<file path="config.mk">
export PLATFORM = sky130hd
export DESIGN_NAME = vx_dcache_req_arb
export DESIGN_NICKNAME = d
export VERILOG_FILES = /design/src/rtl/vx_dcache_arb_pkg.sv /design/src/rtl/vx_rr_arbiter.sv /design/src/rtl/vx_dcache_req_arb.sv
export SDC_FILE = /design/constraint.sdc
export NUM_CORES = 1
export LEC_CHECK = 0
export ABC_AREA = 1
export CAP_MARGIN = 10
export CORE_AREA = 4 4 359 361
export CTS_BUF_LIST = sky130_fd_sc_hd__clkbuf_4 sky130_fd_sc_hd__clkbuf_8
export DETAILED_ROUTE_END_ITERATION = 16
export DIE_AREA = 0 0 363 365
export DONT_BUFFER_PORTS = 1
export PLACE_DENSITY_LB_ADDON = 0.15
export SYNTH_ARGS = -nofsm -noshare
export SYNTH_HDL_FRONTEND = slang
export SYNTH_SLANG_ARGS = --single-unit
</file>
<file path="constraint.sdc">
create_clock -name clk -period 29.9 [get_ports clk]
set_input_delay 4.485 -clock clk [delete_from_list [all_inputs] [get_ports clk]]
set_output_delay 4.485 -clock clk [all_outputs]
set_load 0.05 [all_outputs]
</file>
<file path="src/rtl/vx_dcache_arb_pkg.sv">
// Shared helpers for the dcache request arbiter: index and tag widths.
package vx_dcache_arb_pkg;

    function automatic int clog2_min1(input int n);
        return (n > 1) ? $clog2(n) : 1;
    endfunction

    function automatic int tag_out_width(input int num_inputs, input int tag_in_width);
        return tag_in_width + clog2_min1(num_inputs);
    endfunction

endpackage

</file>
<file path="src/rtl/vx_rr_arbiter.sv">
// Round-robin arbiter: first requester at or after the priority pointer wins.
module vx_rr_arbiter
    import vx_dcache_arb_pkg::*;
#(
    parameter int N = 2,
    localparam int IW = clog2_min1(N)
) (
    input  logic          clk,
    input  logic          reset,
    input  logic [N-1:0]  requests,
    input  logic          advance,
    output logic [N-1:0]  grant_onehot,
    output logic [IW-1:0] grant_idx,
    output logic          valid
);

    logic [IW-1:0] ptr;

    // Two passes replace a modulo rotate, so non-power-of-2 N needs no wrap math.
    always_comb begin
        grant_onehot = '0;
        grant_idx    = '0;
        valid        = 1'b0;
        for (int j = 0; j < N; j++) begin
            if (!valid && requests[j] && (j >= int'(ptr))) begin
                valid           = 1'b1;
                grant_idx       = IW'(j);
                grant_onehot[j] = 1'b1;
            end
        end
        for (int j = 0; j < N; j++) begin
            if (!valid && requests[j] && (j < int'(ptr))) begin
                valid           = 1'b1;
                grant_idx       = IW'(j);
                grant_onehot[j] = 1'b1;
            end
        end
    end

    always_ff @(posedge clk or posedge reset) begin
        if (reset) begin
            ptr <= '0;
        end else if (advance && valid) begin
            ptr <= (int'(grant_idx) == N - 1) ? '0 : grant_idx + 1'b1;
        end
    end

endmodule

</file>
<file path="src/rtl/vx_dcache_req_arb.sv">
// Merges requester bundles onto one registered dcache request bundle,
// tagging each lane with the index of the requester that produced it.
module vx_dcache_req_arb
    import vx_dcache_arb_pkg::*;
#(
    parameter int NUM_INPUTS   = 2,
    parameter int NUM_REQS     = 4,
    parameter int WORD_SIZE    = 4,
    parameter int ADDR_WIDTH   = 30,
    parameter int TAG_IN_WIDTH = 8,
    localparam int DW  = 8 * WORD_SIZE,
    localparam int IW  = clog2_min1(NUM_INPUTS),
    localparam int TOW = tag_out_width(NUM_INPUTS, TAG_IN_WIDTH)
) (
    input  logic                                       clk,
    input  logic                                       reset,
    input  logic [NUM_INPUTS*NUM_REQS-1:0]             req_valid_in,
    input  logic [NUM_INPUTS*NUM_REQS-1:0]             req_rw_in,
    input  logic [NUM_INPUTS*NUM_REQS*WORD_SIZE-1:0]   req_byteen_in,
    input  logic [NUM_INPUTS*NUM_REQS*ADDR_WIDTH-1:0]  req_addr_in,
    input  logic [NUM_INPUTS*NUM_REQS*DW-1:0]          req_data_in,
    input  logic [NUM_INPUTS*NUM_REQS*TAG_IN_WIDTH-1:0] req_tag_in,
    output logic [NUM_INPUTS-1:0]                      req_ready_in,
    output logic [NUM_REQS-1:0]                        req_valid_out,
    output logic [NUM_REQS-1:0]                        req_rw_out,
    output logic [NUM_REQS*WORD_SIZE-1:0]              req_byteen_out,
    output logic [NUM_REQS*ADDR_WIDTH-1:0]             req_addr_out,
    output logic [NUM_REQS*DW-1:0]                     req_data_out,
    output logic [NUM_REQS*TOW-1:0]                    req_tag_out,
    input  logic [NUM_REQS-1:0]                        req_ready_out
);

    logic [NUM_INPUTS-1:0] requests;
    logic [NUM_INPUTS-1:0] grant_onehot;
    logic [IW-1:0]         grant_idx;
    logic                  grant_valid;
    logic                  can_load;
    logic                  load;
    logic [NUM_REQS-1:0]   v;

    logic [NUM_REQS-1:0]              sel_valid;
    logic [NUM_REQS-1:0]              sel_rw;
    logic [NUM_REQS*WORD_SIZE-1:0]    sel_byteen;
    logic [NUM_REQS*ADDR_WIDTH-1:0]   sel_addr;
    logic [NUM_REQS*DW-1:0]           sel_data;
    logic [NUM_REQS*TAG_IN_WIDTH-1:0] sel_tag;
    logic [NUM_REQS*TOW-1:0]          tag_next;

    for (genvar i = 0; i < NUM_INPUTS; i++) begin : g_req
        assign requests[i] = |req_valid_in[i*NUM_REQS +: NUM_REQS];
    end

    vx_rr_arbiter #(
        .N (NUM_INPUTS)
    ) u_arb (
        .clk          (clk),
        .reset        (reset),
        .requests     (requests),
        .advance      (load),
        .grant_onehot (grant_onehot),
        .grant_idx    (grant_idx),
        .valid        (grant_valid)
    );

    // Stage can take a new bundle once every occupied lane drains this cycle.
    assign can_load     = &(~v | req_ready_out);
    assign load         = can_load && grant_valid && !reset;
    assign req_ready_in = (can_load && !reset) ? grant_onehot : '0;

    always_comb begin
        sel_valid  = '0;
        sel_rw     = '0;
        sel_byteen = '0;
        sel_addr   = '0;
        sel_data   = '0;
        sel_tag    = '0;
        for (int i = 0; i < NUM_INPUTS; i++) begin
            if (grant_onehot[i]) begin
                sel_valid  = req_valid_in[i*NUM_REQS +: NUM_REQS];
                sel_rw     = req_rw_in[i*NUM_REQS +: NUM_REQS];
                sel_byteen = req_byteen_in[i*NUM_REQS*WORD_SIZE +: NUM_REQS*WORD_SIZE];
                sel_addr   = req_addr_in[i*NUM_REQS*ADDR_WIDTH +: NUM_REQS*ADDR_WIDTH];
                sel_data   = req_data_in[i*NUM_REQS*DW +: NUM_REQS*DW];
                sel_tag    = req_tag_in[i*NUM_REQS*TAG_IN_WIDTH +: NUM_REQS*TAG_IN_WIDTH];
            end
        end
    end

    always_comb begin
        tag_next = '0;
        for (int l = 0; l < NUM_REQS; l++) begin
            tag_next[l*TOW +: TOW] = {sel_tag[l*TAG_IN_WIDTH +: TAG_IN_WIDTH], grant_idx};
        end
    end

    always_ff @(posedge clk or posedge reset) begin
        if (reset) begin
            v <= '0;
        end else if (load) begin
            v <= sel_valid;
        end else begin
            v <= v & ~req_ready_out;
        end
    end

    // Payload is don't-care while its lane valid is low, so it carries no reset.
    always_ff @(posedge clk) begin
        if (load) begin
            req_rw_out     <= sel_rw;
            req_byteen_out <= sel_byteen;
            req_addr_out   <= sel_addr;
            req_data_out   <= sel_data;
            req_tag_out    <= tag_next;
        end
    end

    assign req_valid_out = v;

endmodule

</file>
=== Word level (Yosys, flattened, before mapping) ===
Cells that the tools add are included.

* Bits of input ports: 614
* Register bits: 309
* Output and inout port bits: 310
* Logic and storage cells: 49

* Magnitude comparators: 2
* Add/sub/neg operators: 1
* Multiplexer cells: 21
* Reductions and logical operators: 14
* Bitwise operators: 4

{| class="wikitable"
|+ Operators with widths
! kind !! count
|-
| 128-bit 2-to-1 mux || 2
|-
| 120-bit 2-to-1 mux || 2
|-
| 32-bit 2-to-1 mux || 2
|-
| 16-bit 2-to-1 mux || 2
|-
| 4-bit 2-to-1 mux || 5
|-
| 1-bit logical AND || 8
|-
| 4-bit inverter || 2
|-
| 4-bit OR reduction || 2
|-
| 1-bit 2-to-1 mux || 7
|-
| 4-bit AND || 1
|-
| 4-bit OR || 1
|-
| 4-bit AND reduction || 1
|-
| 1-bit zero test || 3
|-
| 2-bit 2-to-1 mux || 1
|-
| 1-bit adder (second input constant) || 1
|-
| 1-bit >= comparator (first input constant) || 1
|-
| 1-bit < comparator (first input constant) || 1
|}

=== Logic depth before layout (Yosys ltp) ===
* Depth after elaboration: 13
* Depth in mapped cells: 9
* Depth with buffers taken out: 8

=== Hierarchy ===
Synthesis repeated with hierarchy kept, for this count alone.

* Cells, all modules: 1370
* Area, all modules: 13889.6 sq um

{| class="wikitable"
|+ Modules (own cells, without submodules)
! module !! area each (sq um) !! sequential area each (sq um) !! cells each !! instances
|-
| vx_dcache_req_arb || 13805.7 || 9138.8 || 1356 || 1
|-
| vx_rr_arbiter || 83.8 || 25.0 || 14 || 1
|}

=== Least setup slack after synthesis ===
Ideal clock, no wire load.

* Path type: input-to-reg
* Start: in reset
* End: reg req_addr_out[0], enable pin
* Data required time: 28926 ps
* Cell stages on the path: 5
* Library setup time: 974 ps
* Arrival time: 17454 ps
* Path slack: 11472 ps
* Path buffers: 0
* Cells stage by stage: inv_1 -> nand2_1 -> nor2_1 -> nand2_1 -> nor2_1

* Longest elaborated chain between the ends: 2

{| class="wikitable"
|+ RTL lines
! what !! RTL line !! RTL
|-
| start, declared || vx_dcache_req_arb.sv:16 || <nowiki>input logic reset,</nowiki>
|-
| 1-bit zero test (no line) || n/a ||
|-
| 1-bit logical AND || vx_dcache_req_arb.sv:67 || <nowiki>assign load = can_load && grant_valid && !reset;</nowiki>
|-
| named net load || vx_dcache_req_arb.sv:38 || <nowiki>logic load;</nowiki>
|-
| end signal, assigned || vx_dcache_req_arb.sv:111 || <nowiki>req_addr_out <= sel_addr;</nowiki>
|-
| end, declared || vx_dcache_req_arb.sv:27 || <nowiki>output logic [NUM_REQS*ADDR_WIDTH-1:0] req_addr_out,</nowiki>
|}

The timed path passes the listed nets, and every way through them passes these cells.
A chain may end at the register's enable or synchronous reset.

=== Worst setup path in the final report ===
* Start: in reset
* End: out req_ready_in[0]

* Longest elaborated chain between the ends: 3

{| class="wikitable"
|+ RTL lines
! what !! RTL line !! RTL
|-
| 1-bit zero test (no line) || n/a ||
|-
| 1-bit logical AND || vx_dcache_req_arb.sv:68 || <nowiki>assign req_ready_in = (can_load && !reset) ? grant_onehot : '0;</nowiki>
|-
| 2-bit 2-to-1 mux || vx_dcache_req_arb.sv:68 ||
|-
| end, declared || vx_dcache_req_arb.sv:23 || <nowiki>output logic [NUM_INPUTS-1:0] req_ready_in,</nowiki>
|}

Every way passes these cells.

==> out/metrics.cfg <==
[setup_path]
cp-start-kind = primary input
worstSetupPathType = in -> out
path_max_fanout = 7
r2r-start = req_valid_out[3]
endpoint_kind = output port
rrSetupSlack_ps = 25870
worstPathRequired_ps = 25420
rr_endpoint = req_data_out[15]
reg2reg_depth = 8
arrival_ps = 5810

[final_layout]
layout_common_cells = 932 x nand2_1, 301 x edfxtp_1, 61 x clkbuf_8
layout-drive-gt1-share_pct = 7.994
area_growth_pct = 19.83
layoutNonFillerInstCount = 3033
layout_commonest_cell = nand2_1
nets = 1948

[yosys]
synth_xor_area_share_pct = 0
netlist_area_sq_um = 13430
synth_top_family_by_area = simple AND/OR/NAND/NOR gates
synth_compound_area_share_pct = 0
synthMuxAreaShare_pct = 0
syn_area_per_cell_sq_um = 10.07
synth_fa_ha_area_share_pct = 0
synth.distinct_cells = 12
synth-simple-area-share_pct = 26.55
synthCells = 1334
ys_ff_latch = 306
yosys_warnings = 0
seq_area_frac_synth_pct = 68.24
synth_nets = 1948

[power_and_ir_drop]
power_w = 0.002041
switching_share_pct = 51.02
pwr-share-comb_pct = 19.9
p_int_w = 0.0009999
cellLeakagePower_nw = 6.413
powerDensity_nw_per_um2 = 126.9
p_switching_w = 0.001042
clkPwrFrac_pct = 19.6
vdd_drop_max_uv = 54.09
seqPwrFrac_pct = 60.5

[global_route]
grt_overflow = 0
grt_antenna_before_repair = 12
track_usage_pct = 7.511
grt_pass1_wl_microns = 70220
grt_pass1_vias = 9657
grt_max_degree = 157

[sta]
setup_viol = 0
drv_slew = 0
period_share_pct = 34.45
slew_headroom_pct = 21.43
finalHoldViolCount = 0
fmax_ghz = 0.09709
worstMarginPinSlew_ps = 1178
min_period_ps = 10300
rsz0062_at_grt = no
setup_tns_ps = 0
setup_slack_ps = 19600
fin_skew_ps = 17.73

[routing]
drt-wirelength-per-cell_microns = 18.32
dr_wl_met3_microns = 6049
wl_met1_microns = 18200
route.detailed.drc = 0
highest_layer = met5
detail-route-antenna-nets = 0
first_pass_iters = 5
drt_wl_total_microns = 55550
met2_length_microns = 29590
vias = 9499
drtIter0Drc = 531
via_per_inst = 3.132

[status]
outcome = finished clean

[place]
place_congestion = 0.8867
port_buffers = 0
dp.final_hpwl_microns = 44550
dp_slack_ps = 19550
placed_cells = 2924

[floorplan]
core.rowCount = 130
ios = 924
coreArea_sq_um = 125400
die_area_sq_um = 132500
dieHeight_microns = 365
die_width_microns = 363
initial_core_util_pct = 10.71

[hold_path]
worstHoldStart = u_arb.ptr
min_to = u_arb.ptr
hp-class = reg -> reg
hold_depth = 2

[clock_network]
htreeDepth = 2
cts-root-buf = clkbuf_8
clk_pin_slew_worst_paths_ps = 50
cts_tree = yes
clock_latency_ps = 640
cts_hold_buf = 0
clkSinkCount = 306
cts_max_path_buffers = 3
cts_made_buffers = 58
post_cts_resize_count = 0
postCtsSetupBuffers = 0

[flow_run]
drv_cap = 0

==> critical path, cell delays in order <==
cell and delay [ps]:
inv_1 300, nand2_1 100, nor2_1 110, nand2_1 150, nor2_2 650
==> synthesized netlist by cell type <==
| library cell | number | area, sq um |
|---|---|---|
| inv_2 | 2 | 7.510 |
| nand2_1 | 932 | 3498 |
| nand2_2 | 4 | 25.02 |
| buf_4 | 20 | 150.1 |
| buf_2 | 9 | 45.04 |
| buf_12 | 1 | 20.02 |
| nand3_1 | 1 | 5.000 |
| buf_6 | 39 | 439.2 |
| edfxtp_1 | 301 | 9039 |
| dfrtp_1 | 5 | 125.1 |
| nor2_1 | 10 | 37.54 |
| inv_1 | 10 | 37.54 |
==> state kept, by name, summed over array words and instances, names as in the netlist <==
name / cells
u_arb.ptr: 1
req_rw_out: 4
req_data_out: 128
req_valid_out: 4
req_tag_out: 33
req_byteen_out: 16
req_addr_out: 120
==> power groups by stage <==
stage	combinational (W)	clock, W	sequential [W]
detailed placement	0.000425	0	0.00125
floorplan	0.000335	0	0.00123
global placement	0.000414	0	0.00126
global route	0.000467	0.000454	0.00124
CTS	0.000422	0.000431	0.00124
finish	0.000407	0.000400	0.00123
==> per-layer routing <==
layer  global-route usage [%]  vias to the layer above
met5                        0                        -
met4                    2.783                        8
met3                    3.530                       85
met2                    13.79                      594
met1                    7.339                     4526
li1                         -                     4286
==> stage by stage <==
step | hold slack, ps | util, % | cell area [sq um]
3_5_place_dp | 529.8 | 11.93 | 14970
5_1_grt | 602.4 | 12.83 | 16080
3_3_place_gp | 540.7 | 11.93 | 14970
6_report | 529.1 | 12.83 | 16090
4_1_cts | 543.6 | 12.82 | 16070
2_1_floorplan | 480.7 | - | 13430
==> final cells by class <==
class / count / area [sq um]
repair buffers: 9 / 100.1
fillers: 14230 / 109300
inverters: 12 / 60.06
well taps: 1650 / 2064
diodes: 7 / 17.52
clock buffers: 80 / 982.2
multi-input cells: 947 / 3578
clock inverters: 22 / 125.1
flip-flops and latches: 306 / 9164
==> logic make-up after synthesis <==
kind of cell	after synthesis
and+or+nand+nor	947
DFF	306
buffers and inverters	81
==> worst max path at each step <==
stage | from | to | slack [ps] | depth (start not counted)
after floorplan | reset | req_addr_out[0] | 11470 | 5
after global placement | reset | req_ready_in[0] | 19540 | 5
after detailed placement | reset | req_ready_in[0] | 19550 | 5
after CTS | reset | req_ready_in[0] | 19540 | 5
after global routing | reset | req_ready_in[0] | 19500 | 5
final | reset | req_ready_in[0] | 19600 | 5
No activity file was read; power rests on OpenSTA's default activity.
